**src/rtl/div_issue_ctrl.sv**
```systemverilog
// Issue controller for the signed/unsigned AXI-stream divider IPs: one op in flight, flush-safe.
// Optional macro DIV_ZERO_BYPASS_EN answers a zero divisor locally without touching the IPs.
module div_issue_ctrl #(
    parameter int DATA_W = 32
) (
    input  logic                clk,
    input  logic                reset,
    input  logic                req_valid,
    output logic                req_ready,
    input  logic [1:0]          req_op,
    input  logic [DATA_W-1:0]   req_src1,
    input  logic [DATA_W-1:0]   req_src2,
    input  logic                flush,
    output logic                resp_valid,
    input  logic                resp_ready,
    output logic [DATA_W-1:0]   resp_result,
    output logic                busy,
    output logic                s_tvalid,
    input  logic                s_dividend_tready,
    input  logic                s_divisor_tready,
    input  logic                s_dout_tvalid,
    input  logic [2*DATA_W-1:0] s_dout_tdata,
    output logic                u_tvalid,
    input  logic                u_dividend_tready,
    input  logic                u_divisor_tready,
    input  logic                u_dout_tvalid,
    input  logic [2*DATA_W-1:0] u_dout_tdata,
    output logic [DATA_W-1:0]   div_dividend,
    output logic [DATA_W-1:0]   div_divisor
);

    typedef enum logic [2:0] {IDLE, ISSUE, WAIT, RESP, CANCEL} state_t;

    state_t              state, state_nxt;
    logic [1:0]          op_q;
    logic [DATA_W-1:0]   dividend_q, divisor_q, result_q;
    logic                dvd_done, dvs_done, cancel_q;
    logic                accept, tvalid, bypass;
    logic                dvd_tready, dvs_tready, dvd_ok, dvs_ok, hs_done;
    logic                dout_vld;
    logic [2*DATA_W-1:0] dout;

    assign req_ready    = (state == IDLE) && !flush;
    assign accept       = req_valid && req_ready;
    assign busy         = (state != IDLE);
    assign resp_valid   = (state == RESP);
    assign resp_result  = result_q;
    assign div_dividend = dividend_q;
    assign div_divisor  = divisor_q;

    // Single shared tvalid, steered to the IP picked by op[1]
    assign tvalid   = (state == ISSUE);
    assign s_tvalid = tvalid && !op_q[1];
    assign u_tvalid = tvalid &&  op_q[1];

    assign dvd_tready = op_q[1] ? u_dividend_tready : s_dividend_tready;
    assign dvs_tready = op_q[1] ? u_divisor_tready  : s_divisor_tready;
    assign dout_vld   = op_q[1] ? u_dout_tvalid     : s_dout_tvalid;
    assign dout       = op_q[1] ? u_dout_tdata      : s_dout_tdata;

    // A channel is done if it completed earlier or completes this cycle
    assign dvd_ok  = dvd_done || dvd_tready;
    assign dvs_ok  = dvs_done || dvs_tready;
    assign hs_done = dvd_ok && dvs_ok;

`ifdef DIV_ZERO_BYPASS_EN
    assign bypass = (req_src2 == '0);
`else
    assign bypass = 1'b0;
`endif

    always_comb begin
        state_nxt = state;
        case (state)
            IDLE:   if (accept) state_nxt = bypass ? RESP : ISSUE;
            ISSUE:  if (hs_done) state_nxt = (cancel_q || flush) ? CANCEL : WAIT;
            // A result landing in the same cycle as the flush is already drained
            WAIT:   if (flush) state_nxt = dout_vld ? IDLE : CANCEL;
                    else if (dout_vld) state_nxt = RESP;
            RESP:   if (flush || resp_ready) state_nxt = IDLE;
            CANCEL: if (dout_vld) state_nxt = IDLE;
            default: state_nxt = IDLE;
        endcase
    end

    always_ff @(posedge clk or posedge reset) begin
        if (reset) begin
            state      <= IDLE;
            op_q       <= '0;
            dividend_q <= '0;
            divisor_q  <= '0;
            result_q   <= '0;
            dvd_done   <= 1'b0;
            dvs_done   <= 1'b0;
            cancel_q   <= 1'b0;
        end else begin
            state <= state_nxt;
            if (accept) begin
                op_q       <= req_op;
                dividend_q <= req_src1;
                divisor_q  <= req_src2;
                dvd_done   <= 1'b0;
                dvs_done   <= 1'b0;
                cancel_q   <= 1'b0;
                if (bypass) result_q <= req_op[0] ? req_src1 : '1;
            end
            if (state == ISSUE) begin
                dvd_done <= dvd_ok;
                dvs_done <= dvs_ok;
                if (flush) cancel_q <= 1'b1;
            end
            if (state == WAIT && dout_vld && !flush)
                result_q <= op_q[0] ? dout[DATA_W-1:0] : dout[2*DATA_W-1:DATA_W];
        end
    end

endmodule

```
**config.mk**
```make
export PLATFORM = sky130hd
export DESIGN_NAME = div_issue_ctrl
export DESIGN_NICKNAME = d
export VERILOG_FILES = /design/src/rtl/div_issue_ctrl.sv
export SDC_FILE = /design/constraint.sdc
export NUM_CORES = 1
export LEC_CHECK = 0
export BUFFER_PORTS_ARGS = -buffer_cell sky130_fd_sc_hd__buf_2
export CORE_AREA = 2 2 118 120
export DETAILED_ROUTE_END_ITERATION = 10
export DIE_AREA = 0 0 120 122
export GPL_TIMING_DRIVEN = 0
export MAX_ROUTING_LAYER = met4
export PLACE_DENSITY = 0.71
export SLEW_MARGIN = 15
export SYNTH_ARGS = -nofsm -noshare
export SYNTH_HDL_FRONTEND = slang
export SYNTH_SLANG_ARGS = --single-unit
```
**constraint.sdc**
```tcl
create_clock -name clk -period 3.8 [get_ports clk]
set_input_delay 0.76 -clock clk [delete_from_list [all_inputs] [get_ports clk]]
set_output_delay 0.76 -clock clk [all_outputs]
set_load 0.02 [all_outputs]
```
* After elaboration in Yosys (flattened, before gate mapping)
Cells that the tools add are included.
Word-level totals: register bits 104, input bits 205, output and inout bits 101, logic and storage cells 54
Operators by class: eq/ne operators 9, mux-type cells 20, reductions and logical operators 17
Operator list (count):
- $mux W64 | 1
- $mux W32 | 1
- $mux W3 | 8
- $pmux W3 S5 | 1
- $mux W1 | 9
- $logic_and A1 B1 Y1 | 7
- $eq A3 B2 Y1 const B | 2
- $reduce_and A5 Y1 | 1
- $logic_or A1 B1 Y1 | 4
- $ne A2 B1 Y1 const B | 2
- $ne A2 B2 Y1 const B | 2
- $eq A3 B1 Y1 const B | 1
- $eq A3 B3 Y1 const B | 1
- $logic_not A3 Y1 | 1
- $ne A3 B3 Y1 const B | 1
- $reduce_bool A3 Y1 | 1
- $logic_not A1 Y1 | 2
- $reduce_bool A2 Y1 | 1

* Depth between registers and ports, before layout
Gate-level depths: netlist (run 1).
depth after elaboration 6, depth in mapped cells 9, gate-level depth less buffers 5

* Worst setup path before layout (run 1)
Ideal clock, no wire load.
path type reg-to-output, start point register op_q[1], end point output s_tvalid, data arrival time 1.231 ns, required time 3.040 ns, slack 1.809 ns, cell stages (with the launch flop) 4, path buffers 2, cells stage by stage dfrtp_1 buf_6 buf_2 nor3_1
On the way: longest elaborated chain between the ends 2
Ends and longest elaborated chain:
- from (decl) | line 35 | logic [1:0] op_q;
- from (signal assigned) | line 99 | op_q <= req_op;
- $logic_not A1 Y1 | line 53 | assign s_tvalid = tvalid && !op_q[1];
- $logic_and A1 B1 Y1 | line 53
- to (decl) | line 18 | output logic s_tvalid,
Every way passes these cells.

* Worst setup path after layout (run 1)
start point register state[1], end point output u_tvalid
On the way: longest elaborated chain between the ends 2
Ends and longest elaborated chain:
- from (decl) | line 34 | state_t state, state_nxt;
- from (signal assigned) | line 97 | state <= state_nxt;
- $eq A3 B1 Y1 | line 52 | assign tvalid = (state == ISSUE);
- $logic_and A1 B1 Y1 | line 54 | assign u_tvalid = tvalid && op_q[1];
- to (decl) | line 23 | output logic u_tvalid,
Every way passes these cells.

==> results of run 1 <==
-- stage by stage --
| stage | setup WS [ps] | utilization [%] | total power [mW] | hold WS [ps] | setup TNS, ps |
|---|---|---|---|---|---|
| after floorplan | 308 | - | 3.64 | 463 | 0 |
| after global placement | -1100 | 50.0 | 4.47 | 453 | -113370 |
| after detailed placement | 1570 | 50.2 | 4.53 | 457 | 0 |
| after CTS | 1300 | 52.7 | 5.57 | 445 | 0 |
| after global routing | 1200 | 52.7 | 5.86 | 457 | 0 |
| final | 1330 | 52.7 | 5.51 | 433 | 0 |
-- cells in the mapped netlist, drive strengths merged --
library cell / count
a211oi: 1
a21oi: 5
a22o: 1
and2: 2
buf: 21
clkbuf: 7
dfrtp: 104
inv: 2
mux2: 36
mux2i: 1
mux4: 32
nand2: 203
nand2b: 2
nand3b: 1
nor2: 7
nor3: 2
nor4: 1
o211ai: 1
o21ai: 1
o21bai: 1
o22ai: 1
o2bb2ai: 1
or3: 2
-- flip-flops by register name (all words and copies together) (netlist names) --
name,flops
dvd_done,1
resp_result,32
state,3
div_dividend,32
cancel_q,1
div_divisor,32
op_q,2
dvs_done,1
-- where the power goes --
part           internal (mW)  leakage (nW)  total, mW  switching [mW]
Clock                  0.586         0.162       1.02           0.437
Sequential              1.59          1.32       1.85           0.258
Combinational           1.13          2.56       2.64            1.51
Total                   3.31          4.04       5.51            2.20
-- worst max-delay path, stage by stage (launching register included) --
cell and delay (ps):
dfrtp_1 370, buf_6 140, nand2b_1 180, nor2_1 320, and2_1 200, buf_2 160
-- layout by cell type (no fill, tap or decap), types with 3 or more instances in the layout --
cell type	count
dfrtp_1	104
buf_2	317
buf_8	3
nor2_1	6
mux4_2	32
mux2_4	30
clkbuf_1	7
buf_6	5
diode_2	3
clkbuf_16	9
mux2_2	6
a21oi_1	4
nand2_1	203
-- final cells by class --
class	count	area (um2)
Timing Repair Buffer	306	1550
Clock buffer	9	225
Inverter	2	12.5
Antenna cell	3	7.51
Clock inverter	7	103
Buffer	28	195
Fill cell	1234	6380
Sequential cell	104	2600
Tap cell	180	225
Multi-Input combinational cell	301	2190
-- kinds of logic (layout without fill, tap and decap cells) --
logic type | Yosys count | in the layout | synth area share [%]
flip-flops | 104 | 104 | 52.1
buffers and inverters | 30 | 352 | 4.05
AND/OR/NAND/NOR | 220 | 220 | 17.3
multiplexers | 69 | 69 | 25.0
AO/OA/AOI/OAI | 12 | 12 | 1.60
other | 0 | 3 | 0
-- per-layer routing --
metal	global-route usage (%)	part of all wire (%)	vias to the layer above
li1	-	-	2089
met1	24.5	39	2066
met2	34.3	49	236
met3	5.76	8.5	41
met4	9.71	3.6	0
met5	-	0	-
-- worst paths after layout --
| path | slack (ps) | start | to |
|---|---|---|---|
| hold reg to reg | 470 | div_divisor[18] | div_divisor[18] |
| max in group asynchronous | 2710 | reset | resp_result[13] |
| hold / removal | 430 | reset | div_dividend[6] |
| setup / recovery | 1330 | state[1] | u_tvalid |
| setup reg to reg | 1860 | op_q[1] | state[2] |
| min in group clk | 470 | div_divisor[18] | div_divisor[18] |
==> flow_summary.yaml, run 1 <==
run_status:
  status: "completed"
routing:
  post-route-drc-count: 0
  post_drt_wl_per_cell_um: 16.2
  wl_um: 15300
  via_per_inst: 4.71
  firstDrtPassIters: 4
  drt_iter0_markers: 208
  num_vias: 4432
  ant_nets: 0
placed_design:
  placed_cell_area_mm2: 0.00678
  gp_congestion: 0.817
  post-place-cells: 921
  dp_hpwl_um: 12100
  port_buffers: 305
min_path:
  min_path_type: "input pin to async pin"
logic_synthesis:
  synth_warnings: 0
  syn_area_mm2: 0.00500
  ys_ff_latch: 104
  syn_nets: 640
  yosysTopAreaCell: "dfrtp_1"
  synth_cells: 435
  netlist-cell-type-count: 30
  ys_top_cells_by_area: "dfrtp_1 52%, nand2_1 15%, mux4_2 14%"
  synth_area_per_cell_um2: 11.5
  yosys.area.top_type_share_pct: 52.1
  seq_area_frac_synth_pct: 52.1
grt:
  grt_max_degree: 57
  grt_pass1_wl_um: 23000
  grt_pass1_vias: 4509
  overflow: 0
  grt_antenna_before_repair: 3
  grt_usage_pct: 21.1
power_and_ir_drop:
  vdd_ir_drop_max_v: 0.000392
  powerDensity_mw_per_mm2: 774
  p_leak_nw: 4.04
floorplan:
  std_cell_rows: 43
  dieHeight_um: 122
  io_pins: 306
  die_area_mm2: 0.0146
  start_util_pct: 37.0
  core_area_mm2: 0.0135
  die_w_um: 120
setup_path:
  end_kind: "primary output"
  start_kind: "flop"
  crit_arrival_ps: 1710
  criticalPathCategory: "flop to primary output"
  path_max_fanout: 9
  crit_required_ps: 3040
  reg2reg_depth: 6
clock_tree:
  cts_resized: 0
  root_buffer: "clkbuf_16"
  clk_latency_ps: 350
  cts_tree: "built"
  clock_path_buffers: 2
  cts.reportedPaths.clkPinSlew_ps: 70
  cts.sinks: 104
  htreeDepth: 3
  postCtsHoldBufs: 0
  cts_setup_buffers: 0
  numCtsBuffers: 9
finish:
  layout-drive-gt1-share_pct: 55.0
  instances_no_fill: 940
  fin_area_mm2: 0.00712
  nNetsFinal: 957
  area_growth_pct: 42.4
timing:
  relSlewSlack_pct: 60.3
  skew_ps: 9.74
  min_period_ps: 2470
  hold_viol: 0
  period_share_pct: 64.9
  finalSetupViolations: 0
  tightest_slew_ps: 595
  maxClockFrequency_ghz: 0.405
  slew_violations: 0
  rsz0062_at_grt: "false"
run:
  maxCapViolCount: 0
No activity file was read; power rests on OpenSTA's default activity.
==> inputs of run 2 (changes only) <==
- ABC_AREA: not set -> 1
- clock period: 3.8 -> 2.3 ns (I/O delays scaled with it)
==> run 2 against run 1 <==
- clock skew is 3.8 ps lower
- global-route usage is 1.7 points higher
- die area stayed put
- synthesized cell count is 52% higher
- critical endpoint is now s_tvalid
==> flow_summary.yaml, run 2 <==
routing:
  firstDrtPassIters: 4
  ant_nets: 0
  num_vias: 5461
  post_drt_wl_per_cell_um: 14.0
  drt_iter0_markers: 350
  via_per_inst: 4.68
  post-route-drc-count: 0
  wl_um: 16300
setup_path:
  r2r_slack_ps: 510
  criticalPathCategory: "flop to primary output"
  worst_path_max_delay_cell: "dfrtp_1"
  end_kind: "primary output"
  crit_required_ps: 1840
  crit_arrival_ps: 1620
  crit_top_cell: "buf_2"
  start_kind: "flop"
  reg2reg_depth: 8
  critPathMaxStageDelay_ps: 510
  crit_chain: "buf_2, buf_2, nor2_1, buf_2"
  r2r_end: "resp_result[20]"
  r2r_start: "op_q[1]"
  path_max_fanout: 10
logic_synthesis:
  syn_nets: 866
  async_flop_share_pct: 100
  netlist-cell-type-count: 23
  yosysTopAreaCell: "dfrtp_1"
  ys_ff_latch: 104
  synth_most_common_cell: "nand2_1"
  synthTopCellsByCount: "216 x nand2_1, 166 x nor2_1, 104 x dfrtp_1"
  ys.flop_type: "dfrtp_1"
  ys_top_cells_by_area: "dfrtp_1 52%, nand2_1 16%, nor2_1 12%"
  synth_edf_count: 0
  yosys.area.top_type_share_pct: 52.1
  synth_warnings: 0
  seq_area_frac_synth_pct: 52.1
  synth_area_per_cell_um2: 7.55
  synth_cells: 661
  syn_area_mm2: 0.00499
clock_tree:
  root_buffer: "clkbuf_16"
  cts_setup_buffers: 0
  cts.reportedPaths.clkPinSlew_ps: 70
  clock_path_buffers: 2
  clk_latency_ps: 340
  cts.sinks: 104
  cts_resized: 0
  numCtsBuffers: 9
  htreeDepth: 3
  cts_tree: "built"
  postCtsHoldBufs: 0
finish:
  layout_common_cells: "324 x buf_2, 216 x nand2_1, 166 x nor2_1"
  fill_cells: 1379
  nNetsFinal: 1184
  final_util_pct: 52.9
  register_area_mm2: 0.00260
  area_growth_pct: 43.1
  layout-drive-gt1-share_pct: 36.7
  final_common_cell: "buf_2"
  multi_input_area_mm2: 0.00212
floorplan:
  die_w_um: 120
  std_cell_rows: 43
  die_area_mm2: 0.0146
  io_pins: 306
  dieHeight_um: 122
  core_area_mm2: 0.0135
  start_util_pct: 37.0
timing:
  relSlewSlack_pct: 60.1
  setup_tns_ps: 0
  rsz0062_at_grt: "false"
  maxClockFrequency_ghz: 0.481
  period_share_pct: 90.3
  finalSetupViolations: 0
  min_period_ps: 2080
  tightest_slew_ps: 597
  hold_viol: 0
  skew_ps: 5.93
  slew_violations: 0
power_and_ir_drop:
  vdd_ir_drop_max_v: 0.000557
  p_leak_nw: 4.04
  powerDensity_mw_per_mm2: 1360
placed_design:
  dp_hpwl_um: 13100
  port_buffers: 305
  gp_congestion: 0.922
min_path:
  min_path_type: "input pin to async pin"
grt:
  grt_pass1_vias: 5156
  overflow: 0
  grt_usage_pct: 22.8
  grt_max_degree: 35
  grt_antenna_before_repair: 3
  grt_pass1_wl_um: 25500
run:
  maxCapViolCount: 0
run_status:
  status: "completed"
-- run 2: per-layer routing --
| layer | track usage [%] | wire length [um] |
|---|---|---|
| met5 | - | 0 |
| met4 | 10.5 | 518 |
| met3 | 3.56 | 1090 |
| met2 | 38.2 | 7910 |
| met1 | 27.2 | 6800 |
-- run 2: cells by family after synthesis --
family          Yosys count  share of synthesized area, %
simple gates            399                          31.1
compound gates          105                          11.4
flops                   104                          52.1
buf+inv                  53                          5.36
-- run 2: worst max-delay path, delay by kind of cell (launching register included) --
| kind | cells | cell delay, ps |
|---|---|---|
| and+or+nand+nor | 1 | 70 |
| buffers and inverters | 3 | 690 |
| DFF | 1 | 510 |
-- run 2: area by class of cell --
class	instances	area share [%]
well taps	180	3.15
plain buffers	40	3.06
inverters	12	0.683
multi-input cells	504	29.7
flip-flops and latches	104	36.4
diodes	3	0.105
repair buffers	308	22.3
clock inverters	7	1.42
clock buffers	9	3.15
-- run 2: worst max path at each step --
stage	from	slack, ps	endpoint
2_1_floorplan	reset	590	cancel_q
3_3_place_gp	reset	-180	div_dividend[25]
3_5_place_dp	op_q[1]	400	u_tvalid
4_1_cts	op_q[1]	20	u_tvalid
5_1_grt	op_q[1]	110	s_tvalid
6_report	op_q[1]	220	s_tvalid
-- run 2: through the flow --
step	std cells	setup WS (ps)	hold WS, ps	total power [mW]	area, um2
after detailed placement	1149	403	459	8.07	6810
after CTS	1165	21.9	185	9.77	7140
after floorplan	661	594	490	6.32	4990
final	1167	223	175	9.69	7140
after global placement	1146	-182	457	7.98	6750
after global routing	1167	115	212	10.5	7140
-- run 2: report_power, final --
part | internal [mW] | switching [mW]
Combinational | 1.66 | 3.25
Sequential | 2.66 | 0.436
Clock | 0.968 | 0.711
==> inputs of run 3 (changes only) <==
- CORE_AREA: 2 2 118 120 -> 2 2 120 122
- DIE_AREA: 0 0 120 122 -> 0 0 122 124
- PLACE_DENSITY: 0.71 -> 0.72
- clock period: 2.3 -> 1.7 ns (I/O delays scaled with it)
==> run 3 against run 2 <==
- sequential power is 39% higher
- via count is 1.8% higher
- final cell count is 1.0% higher
- power is 39% higher
- register-to-register slack worse by 350 ps
- combinational power is 44% higher
==> flow_summary.yaml, run 3 (synthesized netlist as in run 2, its figures left out) <==
run_status:
  status: "completed"
floorplan:
  dieHeight_um: 124
  std_cell_rows: 43
  io_pins: 306
  die_w_um: 122
  die_area_mm2: 0.0151
  start_util_pct: 36.4
  core_area_mm2: 0.0137
timing:
  tightest_slew_ps: 485
  slew_violations: 0
  hold_viol: 0
  period_share_pct: 99.1
  rsz0062_at_grt: "true"
  skew_ps: 7.09
  finalSetupViolations: 0
  min_period_ps: 1680
  maxClockFrequency_ghz: 0.594
  setup_slack_ps: 15.8
  relSlewSlack_pct: 67.6
finish:
  layout_common_cells: "316 x buf_2, 214 x nand2_1, 164 x nor2_1"
  fill_cells: 1369
  instances_no_fill: 1179
  nNetsFinal: 1198
  register_area_mm2: 0.00261
  final_common_cell: "buf_2"
  area_growth_pct: 47.6
  layout-drive-gt1-share_pct: 38.6
  multi_input_area_mm2: 0.00216
routing:
  wl_um: 16800
  drt_iter0_markers: 258
  num_vias: 5560
  via_per_inst: 4.72
  post-route-drc-count: 0
  ant_nets: 0
  post_drt_wl_per_cell_um: 14.2
  firstDrtPassIters: 5
grt:
  grt_pass1_wl_um: 25200
  grt_antenna_before_repair: 1
  grt_max_degree: 36
  grt_usage_pct: 22.0
  grt_pass1_vias: 5313
  overflow: 0
setup_path:
  r2r_start: "state[1]"
  path_max_fanout: 6
  r2r_slack_ps: 160
  end_kind: "primary output"
  criticalPathCategory: "flop to primary output"
  r2r_end: "div_divisor[10]"
  cp-startpoint: "state[1]"
  crit_arrival_ps: 1340
  crit_required_ps: 1360
  reg2reg_depth: 9
  start_kind: "flop"
clock_tree:
  clock_path_buffers: 2
  htreeDepth: 3
  cts.sinks: 104
  postCtsHoldBufs: 0
  cts_tree: "built"
  cts.reportedPaths.clkPinSlew_ps: 70
  root_buffer: "clkbuf_16"
  clk_latency_ps: 340
  numCtsBuffers: 9
placed_design:
  port_buffers: 305
  gp_congestion: 0.911
  dp_hpwl_um: 13200
  pre_cts_slack_ps: -104
  post-place-cells: 1149
power_and_ir_drop:
  p_leak_nw: 4.13
  p_int_mw: 7.34
  combPwrFrac_pct: 52.4
  vdd_ir_drop_max_v: 0.000623
  p_sw_mw: 6.14
  switching_share_pct: 45.5
  p_clk_share_pct: 15.7
  power_frac_seq_pct: 31.9
  powerDensity_mw_per_mm2: 1830
min_path:
  min_path_type: "input pin to async pin"
run:
  maxCapViolCount: 0
-- run 3: cell count changes in the layout (fill, tap and decap cells not counted), moves of 3 or more --
cell,delta
buf_4,+18
buf_2,-8
dfrtp_1,-4
dfrtp_2,+4
clkbuf_16,+3
nor2_4,+3
-- run 3: area by class of cell --
type | instances | share of cell area (%)
Inverter | 12 | 0.697
Timing Repair Buffer | 324 | 24.1
Multi-Input combinational cell | 504 | 29.3
Clock inverter | 7 | 1.05
Sequential cell | 104 | 35.4
Antenna cell | 1 | 0.0340
Tap cell | 180 | 3.06
Clock buffer | 9 | 3.06
Buffer | 38 | 3.30
-- run 3: how the worst max path moves through the flow --
stage / to / slack [ps]
floorplan: cancel_q / 110
global placement: div_divisor[31] / -600
detailed placement: u_tvalid / -100
CTS: u_tvalid / -30
global route: s_tvalid / -50
finish: s_tvalid / 20
-- run 3: routing by layer --
metal	vias to the layer above	global-route usage [%]	share of wire, %
met5	-	-	0
met4	0	9.27	2.6
met3	32	3.25	5.7
met2	215	37.7	49
met1	2543	25.9	42
li1	2770	-	-
-- run 3: timing repair --
item / 4_1_cts / 5_1_grt
endpoints found under the setup margin: 33 / 33
cloned: 0 / 2
pin swaps: 1 / 3
resized for setup: 12 / 24
setup buffers: 6 / 8
-- run 3: per-stage QoR --
stage	TNS, ps	util (%)	power, mW	hold WS [ps]	instance area, um2
after floorplan	0	-	8.55	450	4990
after detailed placement	-1200	49.7	10.9	393	6810
after CTS	-29.9	52.5	13.3	15.1	7200
final	0	53.7	13.5	17.6	7360
after global routing	-50.3	53.7	14.5	38.1	7360
after global placement	-62340	49.2	10.8	457	6750
-- run 3: power by group through the flow --
stage / clock network [mW] / registers [mW] / logic (mW)
4_1_cts: 2.18 / 4.20 / 6.92
3_5_place_dp: 0 / 4.23 / 6.71
6_report: 2.12 / 4.29 / 7.07
2_1_floorplan: 0 / 5.49 / 3.06
5_1_grt: 2.29 / 4.43 / 7.82
3_3_place_gp: 0 / 4.20 / 6.60
-- run 3: worst max-delay path, cell delays in order (launching register included) --
cell,delay [ps]
dfrtp_2,480
nor2_4,140
nand2_4,100
nor2_1,120
buf_4,150
